`src/rtl/fetch_unit_if.sv`:
```
// Instruction memory read channel between the fetch stage (master) and the memory (slave).
interface fetch_unit_if;
    logic        imem_req;
    logic [31:0] imem_addr;
    logic        imem_ack;
    logic [31:0] imem_rdata;

    modport master (
        output imem_req,
        output imem_addr,
        input  imem_ack,
        input  imem_rdata
    );

    modport slave (
        input  imem_req,
        input  imem_addr,
        output imem_ack,
        output imem_rdata
    );
endinterface

```
`src/rtl/fetch_unit.sv`:
```
// Fetch stage: owns the PC, fetches over a req/ack channel, holds the instruction
// register and commits the next PC when execute retires the current instruction.
module fetch_unit #(
    parameter logic [31:0] RESET_PC = 32'h0000_0000
) (
    input  logic         clk,
    input  logic         rst,
    fetch_unit_if.master imem,
    output logic [31:0]  instr,
    output logic         instr_valid,
    output logic [31:0]  pc,
    output logic [31:0]  pc_plus4,
    input  logic         retire,
    input  logic [1:0]   pc_src,
    input  logic [31:0]  imm_ext,
    input  logic [31:0]  alu_result,
    output logic         misaligned
);

    localparam logic [31:0] NOP_INSTR = 32'h0000_0013;

    typedef enum logic [1:0] {
        IDLE  = 2'b00,
        FETCH = 2'b01,
        VALID = 2'b10,
        FAULT = 2'b11
    } state_t;

    state_t      state_r;
    logic [31:0] pc_r;
    logic [31:0] instr_r;
    logic        req_r;
    logic        valid_r;
    logic        misaligned_r;
    logic [31:0] target_s;

    // Encoding 2'b11 falls back to the sequential successor.
    function automatic logic [31:0] select_target(
        input logic [1:0]  src,
        input logic [31:0] pc_v,
        input logic [31:0] imm_v,
        input logic [31:0] alu_v
    );
        logic [31:0] t;
        case (src)
            2'b01:   t = pc_v + imm_v;
            2'b10:   t = {alu_v[31:1], 1'b0};
            default: t = pc_v + 32'd4;
        endcase
        return t;
    endfunction

    // Next-PC candidate, only consumed on a retire edge in VALID.
    always_comb begin
        target_s = select_target(pc_src, pc_r, imm_ext, alu_result);
    end

    // Fetch control FSM with registered request, valid and fault flags.
    always_ff @(posedge clk) begin
        if (rst) begin
            state_r      <= IDLE;
            pc_r         <= RESET_PC;
            instr_r      <= NOP_INSTR;
            req_r        <= 1'b0;
            valid_r      <= 1'b0;
            misaligned_r <= 1'b0;
        end else begin
            case (state_r)
                IDLE: begin
                    state_r <= FETCH;
                    req_r   <= 1'b1;
                end
                FETCH: begin
                    if (imem.imem_ack) begin
                        instr_r <= imem.imem_rdata;
                        req_r   <= 1'b0;
                        valid_r <= 1'b1;
                        state_r <= VALID;
                    end
                end
                VALID: begin
                    if (retire) begin
                        valid_r <= 1'b0;
                        // A misaligned target is reported but never committed.
                        if (target_s[1]) begin
                            misaligned_r <= 1'b1;
                            state_r      <= FAULT;
                        end else begin
                            pc_r    <= target_s;
                            req_r   <= 1'b1;
                            state_r <= FETCH;
                        end
                    end
                end
                FAULT: begin
                    req_r        <= 1'b0;
                    valid_r      <= 1'b0;
                    misaligned_r <= 1'b1;
                end
                default: begin
                    state_r <= IDLE;
                    req_r   <= 1'b0;
                    valid_r <= 1'b0;
                end
            endcase
        end
    end

    assign imem.imem_req  = req_r;
    assign imem.imem_addr = pc_r;
    assign pc             = pc_r;
    assign pc_plus4       = pc_r + 32'd4;
    assign instr          = instr_r;
    assign instr_valid    = valid_r;
    assign misaligned     = misaligned_r;

endmodule

```
`src/flat_wrapper.sv`:
```
// flat-port wrapper written by rule: the top's interface ports become plain ports
module fetch_unit_flat 
#(
    parameter logic [31:0] RESET_PC = 32'h0000_0000
)
  (clk, rst, instr, instr_valid, pc, pc_plus4, retire, pc_src, imm_ext, alu_result, misaligned, imem_imem_req, imem_imem_addr, imem_imem_ack, imem_imem_rdata);
  fetch_unit_if imem_i ();
  input  logic clk;
  input  logic rst;
  output logic [31:0] instr;
  output logic instr_valid;
  output logic [31:0] pc;
  output logic [31:0] pc_plus4;
  input  logic retire;
  input  logic [1:0] pc_src;
  input  logic [31:0] imm_ext;
  input  logic [31:0] alu_result;
  output logic misaligned;
  output wire logic [$bits(imem_i.imem_req)-1:0] imem_imem_req;
  output wire logic [$bits(imem_i.imem_addr)-1:0] imem_imem_addr;
  input wire logic [$bits(imem_i.imem_ack)-1:0] imem_imem_ack;
  input wire logic [$bits(imem_i.imem_rdata)-1:0] imem_imem_rdata;
  assign imem_imem_req = imem_i.imem_req;
  assign imem_imem_addr = imem_i.imem_addr;
  assign imem_i.imem_ack = imem_imem_ack;
  assign imem_i.imem_rdata = imem_imem_rdata;
  fetch_unit #(.RESET_PC(RESET_PC)) u_core (.clk(clk), .rst(rst), .imem(imem_i), .instr(instr), .instr_valid(instr_valid), .pc(pc), .pc_plus4(pc_plus4), .retire(retire), .pc_src(pc_src), .imm_ext(imm_ext), .alu_result(alu_result), .misaligned(misaligned));
endmodule
```
`config.mk`:
```
export PLATFORM = sky130hd
export DESIGN_NAME = fetch_unit_flat
export DESIGN_NICKNAME = d
export VERILOG_FILES = /design/src/rtl/fetch_unit_if.sv /design/src/rtl/fetch_unit.sv /design/src/flat_wrapper.sv
export SDC_FILE = /design/constraint.sdc
export NUM_CORES = 1
export LEC_CHECK = 0
export ABC_CLOCK_PERIOD_IN_PS = 6120
export CAP_MARGIN = 40
export CORE_AREA = 8 8 111 164
export DETAILED_ROUTE_END_ITERATION = 8
export DIE_AREA = 0 0 119 172
export PLACE_DENSITY = 0.69
export SYNTH_ARGS = -nofsm -noshare
export SYNTH_HDL_FRONTEND = slang
export SYNTH_SLANG_ARGS = --single-unit
export TNS_END_PERCENT = 100
```
`constraint.sdc`:
```
create_clock -name clk -period 6.12 [get_ports clk]
set_clock_uncertainty 0.1 [all_clocks]
set_input_delay 0.612 -clock clk [delete_from_list [all_inputs] [get_ports clk]]
set_output_delay 0.612 -clock clk [all_outputs]
set_load 0.005 [all_outputs]
```
== Yosys cells after proc, flatten, opt, wreduce, memory -nomap -nowiden ==
Index checks and enable logic that the tools add are counted.

* Equal/unequal tests: 9
* Reduce and logical (&&, ||, !) cells: 10
* Bitwise gates (word level): 1
* $add $sub $neg: 2
* Muxes and demuxes: 15

{| class="wikitable"
|+ Operator list
! operator !! count
|-
| one-hot mux 32 bit (2 select lines) || 1
|-
| adder 32 x 3 -> 32 bit (second input constant) || 1
|-
| adder 32 bit || 1
|-
| AND reduction 3 bit || 5
|-
| 2-to-1 mux 1 bit || 7
|-
| == test 2 bit (second input constant) || 3
|-
| 2-to-1 mux 2 bit || 3
|-
| inequality test 2 bit (second input constant) || 3
|-
| one-hot mux 2 bit (3 select lines) || 1
|-
| nonzero test 3 bit || 2
|-
| == test 2 x 1 -> 1 bit (second input constant) || 2
|-
| one-hot mux 1 bit (4 select lines) || 1
|-
| one-hot mux 1 bit (3 select lines) || 1
|-
| zero test 2 bit || 1
|-
| inequality test 2 x 1 -> 1 bit (second input constant) || 1
|-
| one-hot mux 1 bit (2 select lines) || 1
|-
| AND reduction 2 bit || 1
|-
| nonzero test 2 bit || 1
|-
| NOT 1 bit || 1
|}

* Register bits: 68
* Output and inout port bits: 131
* Word-level logic and storage cells: 43
* Bits of input ports: 102

== Logic depth before layout (Yosys ltp) ==
Gate-level depths: netlist of run 1.

* Depth in word-level cells: 5
* Gate-level depth with buffers: 11
* Mapped depth without buffers: 10

== Worst setup path after synthesis of run 1 ==
OpenSTA, ideal clock, no wires.

* Path type: input port to flip-flop
* From: in imm_ext[6]
* To: reg u_core.pc_r[15] (netlist: u_core.imem.imem_addr[15])
* Library setup time: 0.086 ns
* Arrival: 2.584 ns
* Path buffers: 0
* Data required time: 5.934 ns
* Slack: 3.350 ns
* Stages: 9
* Cell sequence: ha_1 a211oi_2 nor2_1 o41ai_4 nand2_1 a221o_1 a21oi_1 mux2_2 a211oi_1

* Cells in the longest elaborated chain, start to end: 2

{| class="wikitable"
|+ RTL lines
! what !! line !! text
|-
| from (decl) || flat_wrapper.sv:16 || <nowiki>input logic [31:0] imm_ext;</nowiki>
|-
| adder 32 bit || fetch_unit.sv:46 || <nowiki>2'b01: t = pc_v + imm_v;</nowiki>
|-
| one-hot mux 32 bit (2 select lines) || fetch_unit.sv:45 || <nowiki>case (src)</nowiki>
|-
| to (signal assigned) || fetch_unit.sv:89 || <nowiki>pc_r <= target_s;</nowiki>
|-
| to (decl) || fetch_unit.sv:30 || <nowiki>logic [31:0] pc_r;</nowiki>
|}

Every way passes these cells.
A chain may end at the register's enable or synchronous reset.

== Worst setup path after layout of run 1 ==
* From: reg u_core.pc_r[2] (netlist: u_core.imem.imem_addr[2])
* To: out pc_plus4[20]

* Cells in the longest elaborated chain, start to end: 1

{| class="wikitable"
|+ RTL lines
! what !! line !! text
|-
| adder 32 x 3 -> 32 bit || fetch_unit.sv:112 || <nowiki>assign pc_plus4 = pc_r + 32'd4;</nowiki>
|-
| to (decl) || flat_wrapper.sv:13 || <nowiki>output logic [31:0] pc_plus4;</nowiki>
|}

Every way passes these cells.

==> results of run 1 <==
==> final cells by class <==
| cell class | instances | area, µm² |
|---|---|---|
| inverters | 26 | 97.6 |
| clock inverters | 7 | 97.6 |
| fillers | 1543 | 7650 |
| repair buffers | 236 | 2360 |
| diodes | 2 | 5.00 |
| well taps | 206 | 258 |
| multi-input cells | 580 | 3850 |
| flip-flops and latches | 68 | 1360 |
| clock buffers | 9 | 225 |
==> worst reg2reg max path: stages (launching register included) <==
cell,delay (ns)
dfxtp_1,0.56
ha_1,0.37
a211oi_1,0.34
o21ai_0,0.19
a21oi_2,0.29
a21oi_1,0.18
or2_1,0.31
a211oi_2,0.21
xor2_1,0.28
o32ai_1,0.12
==> logic make-up (layout without fill, tap and decap cells) <==
group / Yosys count / in the layout / share of synthesized area
compound gates: 245 / 245 / 0.295
simple gates: 243 / 243 / 0.210
buf+inv: 100 / 278 / 0.0904
flops: 68 / 68 / 0.238
xor+xnor: 49 / 49 / 0.0790
fa+ha+maj: 37 / 37 / 0.0810
mux: 3 / 3 / 0.00569
other cells: 1 / 5 / 0.000656
==> cells in the final DEF, fill, tap and decap left out, types with 13 or more instances in the layout <==
cell type          n
clkdlybuf4s50_1  227
nand2_1          104
a21oi_1           87
dfxtp_1           68
nor2_1            40
ha_1              37
xnor2_1           28
o21ai_0           26
nand3_1           26
inv_1             24
xor2_1            18
a21o_1            16
o22ai_1           13
==> per-layer routing <==
| metal | vias up | wire, µm | track usage | share of wire |
|---|---|---|---|---|
| li1 | 3030 | - | - | - |
| met1 | 2873 | 8310 | 0.220 | 0.38 |
| met3 | 43 | 1200 | 0.0428 | 0.055 |
| met5 | - | 0 | 0 | 0 |
| met4 | 0 | 677 | 0.0895 | 0.031 |
| met2 | 232 | 11500 | 0.371 | 0.53 |
==> sequential cells by signal, indices dropped and copies added, names as in the netlist <==
name and count:
u_core.instr_valid 1, u_core.imem.imem_addr 31, u_core.state_r 2, u_core.instr 32, u_core.imem.imem_req 1, u_core.misaligned 1
==> power groups by stage <==
stage / sequential [mW] / combinational, mW / clock [mW]
after CTS: 0.500 / 0.402 / 0.583
final: 0.500 / 0.401 / 0.574
after detailed placement: 0.510 / 0.400 / 0
after global routing: 0.504 / 0.439 / 0.604
after floorplan: 0.505 / 0.203 / 0
after global placement: 0.509 / 0.393 / 0
==> worst min path at each step <==
stage / from / to / slack [ns] / cells after the start
after floorplan: u_core.instr[10] / u_core.instr[10] / 0.35 / 2
after global placement: u_core.instr[7] / u_core.instr[7] / 0.34 / 2
after detailed placement: u_core.instr[5] / u_core.instr[5] / 0.35 / 2
after CTS: u_core.instr[30] / u_core.instr[30] / 0.35 / 2
after global routing: u_core.instr[16] / u_core.instr[16] / 0.37 / 2
final: u_core.instr[7] / u_core.instr[7] / 0.35 / 2
==> per-stage QoR <==
| stage | cells | total power, mW | util | setup slack (ns) |
|---|---|---|---|---|
| 2_1_floorplan | 748 | 0.708 | - | 3.35 |
| 3_3_place_gp | 1114 | 0.902 | 0.496 | 2.35 |
| 3_5_place_dp | 1116 | 0.910 | 0.499 | 2.43 |
| 4_1_cts | 1132 | 1.49 | 0.519 | 2.15 |
| 5_1_grt | 1133 | 1.55 | 0.519 | 1.93 |
| 6_report | 1134 | 1.47 | 0.519 | 2.13 |
==> summary.txt, run 1 <==
Detailed routing
  • Routed wire length: between 20,000 and 25,000 µm
  • DRC viols: 0
  • Via count: 6,178
  • Initial drt markers: 370
  • Vias per cell: 5.45
  • First drt pass iteration count: 5
  • Post-route ant nets: 0
  • Wire length per cell: 19.1 µm

Timing
  • Final hold violations: 0
  • Final Slew Violations: 0
  • Unrepaired setup endpoints after global routing: no
  • WHS: about 0.35 ns
  • Setup TNS: 0 ns
  • Max Freq: 251 MHz
  • Tcrit/Tclk final: 0.652
  • Fin crit period: about 4 ns
  • Worst Tran Pin Value: roughly 0.83 ns
  • Worst slew margin: 0.446
  • Final setup fails: 0

Yosys
  • Syn Area/Cell: 7.66 µm²
  • Synthesis-stage register bit count: 68
  • Synth Instances: 746
  • Most frequent cell after synthesis: nand2_1
  • Post-synth cell types: 81
  • Most used DFF post-synth: dfxtp_1
  • Post-synthesis instance area: around 5700 µm²
  • Area leader, netlist: dfxtp_1
  • Post-synth ARST share: 0
  • Synth area leaders: dfxtp_1 24%, ha_1 8.1%, a21oi_1 7.6%
  • Post-synth top area share: 0.238
  • Post-synth EDFFs: 0
  • Register area share after synthesis: 0.238
  • Ys Warns: 0
  • Synth top cells by count: 104 x nand2_1, 87 x a21oi_1, 68 x dfxtp_1, 41 x nor2_1, 37 x ha_1

Pwr
  • P_leak: 3.24 nW
  • Logic gate share of total power: 0.272
  • Cell internal pwr: 1.04 mW
  • Net Sw Frac: 0.296
  • Net Switching: around 0.44 mW
  • Flop pwr share: 0.339
  • Peak VDD IR: 0.000122 V
  • Power Dens Cells: 179 nW/µm²
  • Clk pwr share: 0.389

Final layout
  • Design area: a little over 8000 µm²
  • Layout overhead on the synthesized area: 44.5%
  • Layout Nets: 1,060
  • Share of cells above drive strength 1: 0.0659

Worst setup path
  • Crit Path Max Fanout: 11
  • WS Path Type: reg2out
  • Worst path cell trace: ha_1, nand3_2, nor3_2, nand2_1, xnor2_1, clkdlybuf4s50_1
  • RR Endpoint: u_core.imem.imem_addr[28]
  • Startpoint Class: register
  • Worst EP arrival: 3.28 ns
  • WP data required: 5.41 ns
  • CP Capture Type: primary output
  • R2r setup slk: slightly above 3 ns
  • Setup crit end: pc_plus4[20]
  • Reg2reg start: u_core.imem.imem_addr[2]
  • CP max stage delay: 0.68 ns
  • Crit-path leading delay family: simple AND/OR/NAND/NOR gates
  • Critical-path top delay cell: nor3_2
  • R2R depth: 9
  • CP Launch Point: u_core.imem.imem_addr[2]
  • Critical path buffer and inverter count: 1
  • Crit. path cell count: 6

Clock tree
  • Worst-Skew Late Latency: between 0.3 and 0.4 ns
  • Clock transition at path regs: roughly 0.060 ns
  • Num CTS Buffers: 9
  • CTS max path bufs: 2
  • H-tree levels: 3
  • Clk sinks: 68
  • Post-CTS Resized: 0
  • Root Driver: clkbuf_16
  • TritonCTS clock tree: built
  • Post-CTS Setup Bufs: 0
  • CTS hold repair buffers: 0

Die
  • Num ports: 233
  • Die width: 119 µm
  • Core box area: 15,900 µm²
  • Row count: between 50 and 60
  • Die height: between 150 and 200 µm
  • Starting density of the core: 0.359
  • Total die area: 20,500 µm²

Placed design
  • Input/output buffers: around 230
  • Global placement routability congestion: around 0.92
  • Dpl hpwl: 16,600 µm
  • Area after DPL: 7930 µm²

Job
  • Max cap viols: 0

GRT
  • Initial antenna violation count: 1
  • Pin count of the biggest net entering global routing: 63
  • Vias in the first global route: 5,964
  • First-pass GRT wire length: 32,900 µm
  • Global route overflow: 0
  • GRT Resource Usage Total: 0.202

Outcome
  • Run status: finished, final reports clean

Min path
  • HP Class: reg2reg
(Power assumes the default switching activity.)
==> run 2: changes to the inputs <==
ABC_CLOCK_PERIOD_IN_PS = 3700   (was 6120)
clock period = 3.7 ns   (was 6.12 ns; I/O delays follow)
==> summary.txt, run 2 (synthesis gave the netlist of run 1 again) <==
Detailed routing
  • Initial drt markers: 416 (+12%)
  • Routed wire length: 21,800 µm (+0.34%)
  • DRC viols: 0 (unchanged)
  • Post-route ant nets: 0 (unchanged)
  • Wire length per cell: 19.0 µm (-0.54%)
  • First drt pass iteration count: 5 (unchanged)
  • Vias per cell: 5.39 (-1.0%)
  • Via count: 6,170 (-0.13%)

Worst setup path
  • Critical path buffer and inverter count: 2 (+1)
  • Crit Path Max Fanout: 11 (unchanged)
  • WS Path Type: reg2out
  • Worst EP arrival: 2.88 ns (-0.40 ns)
  • CP max stage delay: 0.56 ns (-0.12 ns)
  • Crit-path leading delay family: buffers and inverters
  • R2r setup slk: 0.76 ns (-2.26 ns)
  • Reg2reg start: u_core.imem.imem_addr[2]
  • WP data required: 3.23 ns (-2.18 ns)
  • Worst path cell trace: ha_1, nand3_2, nor3_2, buf_4, and4_4, xor2_2, clkdlybuf4s50_1
  • CP Capture Type: primary output
  • Critical-path top delay cell: dfxtp_1
  • Startpoint Class: register
  • R2R depth: 9 (unchanged)
  • RR Endpoint: u_core.imem.imem_addr[28]

Clock tree
  • CTS hold repair buffers: 0 (unchanged)
  • TritonCTS clock tree: built
  • CTS max path bufs: 2 (unchanged)
  • Root Driver: clkbuf_16
  • Num CTS Buffers: 9 (unchanged)
  • Post-CTS Resized: 0 (unchanged)
  • H-tree levels: 3 (unchanged)
  • Clk sinks: 68 (unchanged)
  • Worst-Skew Late Latency: 0.34 ns (about the same)
  • Clock transition at path regs: 0.06 ns (about the same)
  • Post-CTS Setup Bufs: 0 (unchanged)

GRT
  • Vias in the first global route: 6,142 (+3.0%)
  • First-pass GRT wire length: 33,500 µm (+2.0%)
  • GRT Resource Usage Total: 0.205 (+0.00267)
  • Pin count of the biggest net entering global routing: 62 (-1.6%)
  • Global route overflow: 0 (unchanged)
  • Initial antenna violation count: 1 (unchanged)

Min path
  • Hold Path Origin: u_core.instr[29]
  • HP Class: reg2reg
  • Worst hold path cell count: 2 (unchanged)
  • Hold path endpoint: u_core.instr[29]

Die
  • Core box area: 15,900 µm² (unchanged)
  • Num ports: 233 (unchanged)
  • Die height: 172 µm (unchanged)
  • Die width: 119 µm (unchanged)
  • Row count: 57 (unchanged)
  • Starting density of the core: 0.359 (unchanged)
  • Total die area: 20,500 µm² (unchanged)

Placed design
  • Input/output buffers: 228 (unchanged)
  • Global placement routability congestion: 0.913 (-0.45%)
  • Dpl hpwl: 16,700 µm (+0.44%)

Job
  • Max cap viols: 0 (unchanged)

Timing
  • Worst Tran Pin Value: 0.702 ns (-0.124 ns)
  • Unrepaired setup endpoints after global routing: no
  • Final setup fails: 0 (unchanged)
  • Final Slew Violations: 0 (unchanged)
  • Setup TNS: 0 ns (unchanged)
  • Fin crit period: 3.35 ns
  • Tcrit/Tclk final: 0.906
  • Max Freq: 298 MHz
  • Final hold violations: 0 (unchanged)
  • Worst slew margin: 0.531 (+0.0847)

Final layout
  • Commonest non-fill, non-tap cell in the layout: clkdlybuf4s50_1
  • Layout overhead on the synthesized area: 46.0%
  • Commonest non-fill, non-tap cells in the layout: 227 x clkdlybuf4s50_1, 104 x nand2_1, 87 x a21oi_1
  • Share of cells above drive strength 1: 0.0768 (+0.0110)
  • Largest register FFs: 32 (unchanged)
  • Layout Nets: 1,071 (+1.0%)

Outcome
  • Run status: finished, final reports clean

Pwr
  • Power Dens Cells: 302 nW/µm² (+69%)
  • P_leak: 3.30 nW (+1.8%)
  • Peak VDD IR: 0.000244 V (+100%)
  • Total power: 2.52 mW (+71%)
## run 2: cell types whose count changed in the layout (fill, tap and decap cells not counted), sizes merged
cell | previous run | this run
diode | 2 | 1
bufinv | 2 | 3
buf | 9 | 20
inv | 27 | 26
## run 2: worst max path at each step
stage                                   startpoint                   endpoint  depth (start not counted)
after floorplan           u_core.imem.imem_addr[6]  u_core.imem.imem_addr[15]                          9
after global placement                  imm_ext[0]  u_core.imem.imem_addr[24]                         11
after detailed placement                imm_ext[0]  u_core.imem.imem_addr[28]                         11
after CTS                 u_core.imem.imem_addr[8]               pc_plus4[31]                          6
after global routing      u_core.imem.imem_addr[2]               pc_plus4[20]                          7
final                     u_core.imem.imem_addr[2]               pc_plus4[28]                          7
## run 2: area by class of cell
cell class	instances	area (µm²)
fillers	1555	7560
multi-input cells	580	3850
repair buffers	247	2430
flip-flops and latches	68	1360
well taps	206	258
clock buffers	9	225
clock inverters	7	123
inverters	26	97.6
diodes	1	2.50
## run 2: routing by layer
metal | vias up | wire length, µm | global-route usage
met3 | 42 | 1150 | 0.0346
met5 | - | 0 | 0
met4 | 0 | 659 | 0.0922
met1 | 2844 | 8400 | 0.226
li1 | 3053 | - | -
met2 | 231 | 11500 | 0.377
## run 2: power by group
part / switching (mW) / internal (mW)
combinational: 0.322 / 0.344
sequential: 0.0441 / 0.779
clock: 0.368 / 0.663
total: 0.734 / 1.79
## run 2: worst min-delay path: cells and delay by family, from the launching register on
family           cells  cell delay, ns
flip-flops           1            0.31
AO/OA/AOI/OAI        1            0.05
AND/OR/NAND/NOR      1            0.05
## run 2: per-stage QoR
stage | setup WS [ns] | cells | hold WS (ns) | utilization | cell area, µm²
4_1_cts | 0.343 | 1143 | 0.354 | 0.524 | 8340
2_1_floorplan | 1.11 | 748 | 0.353 | - | 5720
3_3_place_gp | 0.426 | 1126 | 0.341 | 0.502 | 7980
3_5_place_dp | 0.385 | 1127 | 0.345 | 0.502 | 7990
6_report | 0.346 | 1144 | 0.353 | 0.525 | 8340
5_1_grt | 0.162 | 1143 | 0.370 | 0.524 | 8340
==> run 3: changes to the inputs <==
==> constraint.sdc (replaced) <==
create_clock -name clk -period 3.7 [get_ports clk]
set_clock_uncertainty 0.1 [all_clocks]
set_input_delay 0.37 -clock clk [delete_from_list [all_inputs] [get_ports clk]]
set_output_delay 0.37 -clock clk [all_outputs]
set_load 0.05 [all_outputs]
==> summary.txt, run 3 (synthesis gave the netlist of run 1 again) <==
Outcome
  • Run status: finished, final reports clean

Die
  • Core box area: 15,900 µm² (unchanged)
  • Die height: 172 µm (unchanged)
  • Row count: 57 (unchanged)
  • Die width: 119 µm (unchanged)
  • Num ports: 233 (unchanged)
  • Total die area: 20,500 µm² (unchanged)
  • Starting density of the core: 0.359 (unchanged)

GRT
  • Global route overflow: 0 (unchanged)
  • Pin count of the biggest net entering global routing: 62 (unchanged)
  • First-pass GRT wire length: 33,400 µm (-0.43%)
  • GRT Resource Usage Total: 0.204 (-0.00154)
  • Vias in the first global route: 6,143 (+0.016%)
  • Initial antenna violation count: 0 (-1)

Detailed routing
  • Vias per cell: 5.43 (+0.72%)
  • First drt pass iteration count: 5 (unchanged)
  • Routed wire length: 21,800 µm (about the same)
  • DRC viols: 0 (unchanged)
  • Wire length per cell: 19.0 µm (-0.19%)
  • Post-route ant nets: 0 (unchanged)
  • Initial drt markers: 409 (-1.7%)
  • Via count: 6,231 (+0.99%)

Pwr
  • Total power: 2.60 mW (+3.1%)
  • Cell internal pwr: 1.65 mW (-7.7%)
  • Clk pwr share: 0.341 (-0.068)
  • Net Sw Frac: 0.366 (+0.0743)
  • Peak VDD IR: 0.000190 V (-22%)
  • P_leak: 3.36 nW (+1.8%)
  • Net Switching: 0.950 mW (+29%)
  • Power Dens Cells: 313 nW/µm² (+3.6%)
  • Logic gate share of total power: 0.342 (+0.078)
  • Flop pwr share: 0.316 (-0.011)

Job
  • Max cap viols: 0 (unchanged)

Min path
  • HP Class: reg2reg
  • Hold Path Origin: u_core.instr[14]
  • Worst hold path cell count: 2 (unchanged)

Final layout
  • Post-Layout Cell Count: 1,147 (+0.26%)
  • Ant. Diodes: 0 (-1)
  • Final core occ: 0.522 (-0.00228)
  • Commonest non-fill, non-tap cell in the layout: clkdlybuf4s50_1
  • Commonest non-fill, non-tap cells in the layout: 217 x clkdlybuf4s50_1, 104 x nand2_1, 87 x a21oi_1
  • Layout overhead on the synthesized area: 45.3%
  • Filler cells: 1,560 (+0.32%)
  • Layout Nets: 1,075 (+0.37%)
  • Largest register FFs: 32 (unchanged)
  • Share of cells above drive strength 1: 0.0893 (+0.0124)

Timing
  • Final Slew Violations: 0 (unchanged)
  • Max Freq: 291 MHz (-2.4%)
  • Final hold violations: 0 (unchanged)
  • Setup TNS: 0 ns (unchanged)
  • Final worst slack: 0.263 ns (-0.0827 ns)
  • Unrepaired setup endpoints after global routing: no
  • Tcrit/Tclk final: 0.929 (+0.0224)
  • Final setup fails: 0 (unchanged)
  • Worst slew margin: 0.523 (-0.00732)
  • Fin crit period: 3.44 ns (+0.0827 ns)
  • Worst Tran Pin Value: 0.715 ns (+0.0124 ns)

Worst setup path
  • Crit. path cell count: 7 (unchanged)
  • Critical-path top delay cell: clkdlybuf4s50_1
  • Worst EP arrival: 2.97 ns (+0.09 ns)
  • R2R depth: 9 (unchanged)
  • WS Path Type: reg2out
  • Crit Path Max Fanout: 10 (-1)
  • Reg2reg start: u_core.imem.imem_addr[2]
  • Crit-path leading delay family: buffers and inverters
  • CP max stage delay: 0.81 ns (+0.25 ns)
  • Startpoint Class: register
  • WP data required: 3.23 ns (about the same)
  • CP Launch Point: u_core.imem.imem_addr[8]
  • CP Capture Type: primary output
  • Worst path cell trace: nand4_2, nor4_4, buf_4, nand4_1, xor2_1, inv_1, clkdlybuf4s50_1
  • Critical path buffer and inverter count: 3 (+1)

Clock tree
  • Num CTS Buffers: 9 (unchanged)
  • Root Driver: clkbuf_16
  • H-tree levels: 3 (unchanged)
  • TritonCTS clock tree: built
  • Worst-Skew Late Latency: 0.34 ns (about the same)
  • Clk sinks: 68 (unchanged)
  • CTS max path bufs: 2 (unchanged)
  • Clock transition at path regs: 0.06 ns (about the same)

Placed design
  • Input/output buffers: 228 (unchanged)
  • Global placement routability congestion: 0.917 (+0.41%)
  • Dpl hpwl: 16,700 µm (about the same)
  • Post-Place Cells: 1,130 (+0.27%)
  • DP Worst Slack: 0.347 ns (-0.0374 ns)
run 3: tightest hold or removal path, cell delays in order, from the launching register on:
cell	delay [ns]
dfxtp_1	0.31
nand2_1	0.05
a21oi_1	0.05
run 3: cell type report:
cell class | count | area [µm²] | area share
clock inverters | 7 | 73.8 | 0.00889
flip-flops and latches | 68 | 1360 | 0.164
multi-input cells | 580 | 3850 | 0.463
inverters | 26 | 97.6 | 0.0118
clock buffers | 9 | 225 | 0.0271
repair buffers | 251 | 2440 | 0.294
well taps | 206 | 258 | 0.0310
run 3: power groups by stage:
stage          Clock (mW)  Sequential, mW  Combinational [mW]
6_report            0.886           0.822               0.889
5_1_grt             0.940           0.829               0.952
4_1_cts             0.900           0.822               0.892
3_5_place_dp            0           0.838               0.888
3_3_place_gp            0           0.836               0.883
2_1_floorplan           0           0.981               0.414
run 3: routing by layer:
layer,GRT usage,up-vias,share of wire
met5,0,-,0
met4,0.0856,0,0.030
met3,0.0412,42,0.060
met2,0.377,255,0.53
met1,0.221,2868,0.38
li1,-,3066,-
run 3: what timing repair did:
| item | in CTS | in global routing |
|---|---|---|
| hold buffers | 0 | 0 |
| resized for setup | 0 | 2 |
| setup endpoints to repair | 0 | 3 |
| setup buffers | 0 | 1 |
run 3: final timing paths:
kind,to,slack [ns]
min reg2reg,u_core.instr[14],0.35
max,pc_plus4[19],0.26
max reg2reg,u_core.imem.imem_addr[24],0.66
min,u_core.instr[14],0.35
run 3: metrics by stage:
step	hold slack (ns)	cell area, µm²
5_1_grt	0.374	8310
3_3_place_gp	0.341	7980
6_report	0.352	8310
3_5_place_dp	0.347	7990
4_1_cts	0.355	8290
2_1_floorplan	0.388	5720
